===== src/rtl/classify_pkg.sv =====
// rtl/classify_pkg.sv - shared types and constants for the classification sequencer
package classify_pkg;

  localparam int SCORE_W          = 16;
  localparam int ROW_W            = 4;
  localparam int DEFAULT_NUM_ROWS = 10;

  typedef enum logic [1:0] {
    IDLE,
    ISSUE,
    WAIT,
    FINISH
  } state_t;

  // Strict greater-than; equal scores never win, so ties keep the earlier row.
  function automatic logic score_gt(input logic [SCORE_W-1:0] a,
                                    input logic [SCORE_W-1:0] b,
                                    input logic               is_signed);
    if (is_signed) return $signed(a) > $signed(b);
    return a > b;
  endfunction

endpackage


===== src/rtl/flex_counter.sv =====
// rtl/flex_counter.sv - clearable up-counter with a rollover flag
module flex_counter #(
  parameter int NUM_CNT_BITS = 4
) (
  input  logic                    clk,
  input  logic                    n_rst,
  input  logic                    clear,
  input  logic                    count_enable,
  input  logic [NUM_CNT_BITS-1:0] rollover_val,
  output logic [NUM_CNT_BITS-1:0] count_out,
  output logic                    rollover_flag
);

  logic [NUM_CNT_BITS-1:0] w_next;

  assign w_next = count_out + 1'b1;

  // Flag marks the edge on which the count reaches rollover_val; the count wraps to zero there.
  assign rollover_flag = count_enable && !clear && (w_next == rollover_val);

  always_ff @(posedge clk or negedge n_rst) begin
    if (!n_rst) begin
      count_out <= '0;
    end else if (clear) begin
      count_out <= '0;
    end else if (count_enable) begin
      count_out <= rollover_flag ? '0 : w_next;
    end
  end

endmodule


===== src/rtl/classify_controller.sv =====
// rtl/classify_controller.sv - issues one multiplier job per class and tracks the arg-max score
module classify_controller
  import classify_pkg::*;
#(
  parameter int NUM_ROWS       = DEFAULT_NUM_ROWS,
  parameter int TIMEOUT        = 1023,
  parameter int SIGNED_COMPARE = 1
) (
  input  logic               clk,
  input  logic               n_rst,
  input  logic               start,
  input  logic               done_row,
  input  logic [SCORE_W-1:0] row_result,
  output logic               begin_mult,
  output logic [ROW_W-1:0]   row_select,
  output logic               busy,
  output logic               class_valid,
  output logic [ROW_W-1:0]   class_index,
  output logic [SCORE_W-1:0] class_score,
  output logic               error,
  input  logic [ROW_W-1:0]   score_rd_addr,
  output logic [SCORE_W-1:0] score_rd_data
);

  state_t             r_state;
  state_t             w_next_state;
  logic [SCORE_W-1:0] r_score [2**ROW_W];
  logic [SCORE_W-1:0] r_max_score;
  logic [ROW_W-1:0]   r_max_idx;
  logic               w_rollover;
  logic               w_done;
  logic               w_timeout;
  logic               w_last;
  logic [9:0]         w_unused_count;

  flex_counter #(.NUM_CNT_BITS(10)) u_timeout (
    .clk          (clk),
    .n_rst        (n_rst),
    .clear        (r_state == ISSUE),
    .count_enable (r_state == WAIT),
    .rollover_val (10'(TIMEOUT)),
    .count_out    (w_unused_count),
    .rollover_flag(w_rollover)
  );

  // A row completion in the same cycle as the timeout takes priority.
  assign w_done    = (r_state == WAIT) && done_row;
  assign w_timeout = (r_state == WAIT) && !done_row && w_rollover;
  assign w_last    = (row_select == ROW_W'(NUM_ROWS - 1));

  assign begin_mult    = (r_state == ISSUE);
  assign busy          = (r_state == ISSUE) || (r_state == WAIT);
  assign score_rd_data = (int'(score_rd_addr) < NUM_ROWS) ? r_score[score_rd_addr] : '0;

  always_ff @(posedge clk or negedge n_rst) begin
    if (!n_rst) r_state <= IDLE;
    else        r_state <= w_next_state;
  end

  always_comb begin
    w_next_state = r_state;
    case (r_state)
      IDLE:    if (start) w_next_state = ISSUE;
      ISSUE:   w_next_state = WAIT;
      WAIT: begin
        if (w_done)         w_next_state = w_last ? FINISH : ISSUE;
        else if (w_timeout) w_next_state = IDLE;
      end
      FINISH:  w_next_state = IDLE;
      default: w_next_state = IDLE;
    endcase
  end

  always_ff @(posedge clk or negedge n_rst) begin
    if (!n_rst) begin
      row_select  <= '0;
      class_valid <= 1'b0;
      class_index <= '0;
      class_score <= '0;
      error       <= 1'b0;
      r_max_score <= '0;
      r_max_idx   <= '0;
      for (int i = 0; i < 2**ROW_W; i++) r_score[i] <= '0;
    end else begin
      case (r_state)
        IDLE: begin
          if (start) begin
            row_select  <= '0;
            class_valid <= 1'b0;
            error       <= 1'b0;
          end
        end
        WAIT: begin
          if (w_done) begin
            r_score[row_select] <= row_result;
            if ((row_select == '0) ||
                score_gt(row_result, r_max_score, SIGNED_COMPARE != 0)) begin
              r_max_score <= row_result;
              r_max_idx   <= row_select;
            end
            if (!w_last) row_select <= row_select + 1'b1;
          end else if (w_timeout) begin
            error <= 1'b1;
          end
        end
        FINISH: begin
          class_index <= r_max_idx;
          class_score <= r_max_score;
          class_valid <= 1'b1;
        end
        default: ;
      endcase
    end
  end

endmodule


===== config.mk =====
export PLATFORM = sky130hd
export DESIGN_NAME = classify_controller
export DESIGN_NICKNAME = d
export VERILOG_FILES = /design/src/rtl/classify_pkg.sv /design/src/rtl/flex_counter.sv /design/src/rtl/classify_controller.sv
export SDC_FILE = /design/constraint.sdc
export NUM_CORES = 1
export LEC_CHECK = 0
export ABC_AREA = 0
export CORE_MARGIN = 1
export CORE_UTILIZATION = 52
export CTS_CLUSTER_DIAMETER = 200
export DETAILED_ROUTE_END_ITERATION = 10
export GPL_TIMING_DRIVEN = 1
export PLACE_DENSITY = 0.74
export SLEW_MARGIN = 40
export SYNTH_ARGS = -nofsm -noshare
export SYNTH_HDL_FRONTEND = slang
export SYNTH_HIERARCHICAL = 1
export SYNTH_SLANG_ARGS = --single-unit

===== constraint.sdc =====
create_clock -name clk -period 2.2 [get_ports clk]
set_input_delay 0.33 -clock clk [delete_from_list [all_inputs] [get_ports clk]]
set_output_delay 0.33 -clock clk [all_outputs]
set_load 0.01 [all_outputs]

==> impl_metrics.json <==
{
  "synth_xor_area_share_pct": 0.9864,
  "stdcell_count": 1238,
  "clkPwrFrac_pct": 26.7,
  "core_area_sq_um": 19780,
  "first_global_vias": 7766,
  "startpoint_type": "register",
  "dp_cells": 1179,
  "gr-total-overflow": 0,
  "dieArea_sq_um": 21070,
  "avgSynthCellArea_sq_um": 13.44,
  "gp_congestion": 0.8151,
  "io_pins": 68,
  "synth_edf_count": 0,
  "max_freq_mhz": 420.1,
  "reg2reg_slack_ns": -0.18,
  "dr.pass1.iters": 4,
  "p_per_area_nw_per_um2": 1192,
  "crit_path_end_kind": "register",
  "async_reset_ff_share_pct": 100.0,
  "yosys_warnings": 6,
  "finalNetCount": 1005,
  "ys_types": 62,
  "drc": 0,
  "crit_required_ns": 2.58,
  "clock_sinks": 218,
  "synthMuxAreaShare_pct": 29.45,
  "synth-seq-area-share_pct": 51.20,
  "hpwl_mm": 16.92,
  "met3_usage_pct": 2.956,
  "grt_use_met1_pct": 32.84,
  "die_h_microns": 145.1,
  "worst-setup-path-type": "reg -> reg",
  "cts_inserted_buffers": 24,
  "peakVddDrop_mv": 0.6199,
  "power_mw": 16.32,
  "setup_viol": 23,
  "synth_top_family_by_area": "multiplexers",
  "synth_flop_cell": "dfrtp_1",
  "swShare_pct": 30.20,
  "ant_nets": 0,
  "row_count": 51,
  "drv_slew": 0,
  "fin_crit_ns": 2.380,
  "rr_endpoint": "r_state[1]",
  "arrival_ns": 2.76,
  "cap_viol_max_count": 0,
  "drive_gt1_share_pct": 49.43,
  "synth-simple-area-share_pct": 6.047,
  "synth_fa_ha_area_share_pct": 2.936,
  "worstSetupStartpoint": "u_timeout/count_out[1]",
  "rsz0062_at_grt": "yes",
  "grt_use_total_pct": 24.79,
  "h-tree-depth": 1,
  "ys_ff_latch": 218,
  "antennaDiodeCount": 0,
  "clkTransAtPathRegs_ns": 0.06,
  "fin_crit_sh_pct": 108.2,
  "grt_use_met2_pct": 43.34,
  "vias": 7140,
  "hp-class": "in -> async",
  "routed_via_density": 5.767,
  "status": "finished, violations left",
  "fin_ws_ns": -0.1801,
  "initial_core_util_pct": 53.86,
  "p_switching_mw": 4.927,
  "mostFrequentLayoutCell": "dfrtp_1",
  "die_w_microns": 145.1,
  "routed_wl_mm": 25.81,
  "reg2regPathDepth": 10,
  "grt_pass1_wl_mm": 41.59,
  "route.detailed.wl_per_inst_microns": 20.85,
  "cts_buffer_depth": 3,
  "final_cell_mix": "216 x dfrtp_1, 189 x mux2_2, 81 x buf_4, 48 x nand2_1, 48 x clkdlybuf4s50_1",
  "areaGrowthSynthToFinish_pct": 28.48,
  "drt_iter0_drc": 315,
  "violations": "negative setup slack",
  "clk-insertion-delay-late_ns": 0.52,
  "top_usage_layer": "met2",
  "synth_compound_area_share_pct": 6.036,
  "critPathCapture": "r_state[1]",
  "cts_root_buf": "clkbuf_16",
  "p_leak_nw": 6.443,
  "r2r_start": "u_timeout/count_out[1]",
  "port_buffers": 67,
  "hold_viol_final": 0,
  "antenna_found_initial": 0,
  "p_int_mw": 11.39,
  "worstPathMaxFanout": 3,
  "syn-cell-area_sq_um": 10660,
  "pwr-share-seq_pct": 36.8,
  "cts_tree": "built",
  "syn_inst": 793,
  "grt_max_degree": 63,
  "p_comb_share_pct": 36.5,
  "finalClockSkew_ns": 0.01505
}
cells in the mapped netlist (4+ instances only):
library cell	instances	share of area, %
a21oi_1	15	0.70
a22oi_1	16	1.1
buf_1	7	0.25
buf_2	12	0.56
clkbuf_1	27	0.95
dfrtp_1	218	51
ha_1	25	2.9
inv_1	26	0.92
mux2_2	196	21
mux2_4	10	1.4
mux2i_1	6	0.56
mux4_2	32	6.8
nand2_1	50	1.8
nand2_2	9	0.53
nand2b_1	4	0.23
nand3_1	8	0.38
nor2_1	12	0.42
nor2b_1	7	0.41
nor3_1	5	0.23
o21ai_0	37	1.7
xnor2_1	10	0.82
metal layers:
layer | up-vias | wire, microns
met5 | - | 0
met4 | 0 | 580
met3 | 48 | 1059
met2 | 158 | 13200
met1 | 3749 | 10970
li1 | 3185 | -
worst max-delay path, stage by stage, from the launching register on:
cell,delay [ns]
dfrtp_2,0.41
ha_4,0.15
nand4_1,0.20
nor2_2,0.25
nor3_2,0.07
a21oi_1,0.11
and4b_1,0.24
and3b_2,0.25
o31a_1,0.29
a21oi_2,0.22
a31oi_4,0.05
sequential cells by signal, indices dropped and copies added, names as in the netlist:
signal / count
r_max_idx: 4
u_timeout/count_out: 10
class_index: 4
r_score: 160
r_max_score: 16
error: 1
r_state: 2
class_valid: 1
row_select: 4
class_score: 16
worst min-delay path by stage:
stage,from,end,slack (ns),cells past startpoint
after global routing,n_rst,r_score[195],0.36,2
after floorplan,n_rst,class_index[0],0.03,0
after global placement,n_rst,r_score[147],0.29,1
after CTS,n_rst,r_score[163],0.33,2
after detailed placement,n_rst,r_score[147],0.30,1
final,n_rst,r_score[178],0.33,2
power groups by stage:
| stage | Sequential, mW | Clock (mW) | Combinational, mW |
|---|---|---|---|
| after detailed placement | 6.01 | 0 | 5.36 |
| after CTS | 5.95 | 4.43 | 5.55 |
| final | 6.00 | 4.35 | 5.96 |
| after floorplan | 5.94 | 0 | 3.35 |
| after global placement | 5.90 | 0 | 5.14 |
| after global routing | 6.14 | 4.61 | 6.45 |
metrics by stage:
step	hold WS (ns)	setup slack [ns]	TNS, ns	utilization [%]	instance area [sq um]
2_1_floorplan	0.03441	-0.05549	-0.5624	-	10730
3_3_place_gp	0.2921	-0.4818	-15.86	62.63	12390
3_5_place_dp	0.2993	-0.4535	-15.31	62.63	12390
4_1_cts	0.3268	-0.09001	-0.1168	67.94	13440
5_1_grt	0.3609	-0.2969	-3.770	69.20	13690
6_report	0.3308	-0.1801	-1.650	69.20	13690
logic make-up (layout without fill, tap and decap cells):
family                   Yosys count  count (layout)
AO/OA/AOI/OAI                     95              95
XOR/XNOR                          12              12
adder cells (fa/ha/maj)           25              25
buffers and inverters             80             245
flip-flops                       218             218
multiplexers                     244             244
other                              1              16
AND/OR/NAND/NOR                  118             118
timing repair:
action                                  CTS  global route
pin swaps                                24            13
cloned                                    1             1
hold buffers                              1             0
buffers inserted                          8             5
endpoints found under the setup margin   28            35
endpoints found under the hold margin    40             0
resized for setup                       112            38
area by class of cell:
cell class              count  area, sq um
clock buffers              31        678.2
fillers                  1340         6092
repair buffers            174         1680
clock inverters            12        188.9
well taps                 265        331.6
flip-flops and latches    218         5458
inverters                  28        105.1
multi-input cells         510         5248
Power figures use the tool's default switching activity.
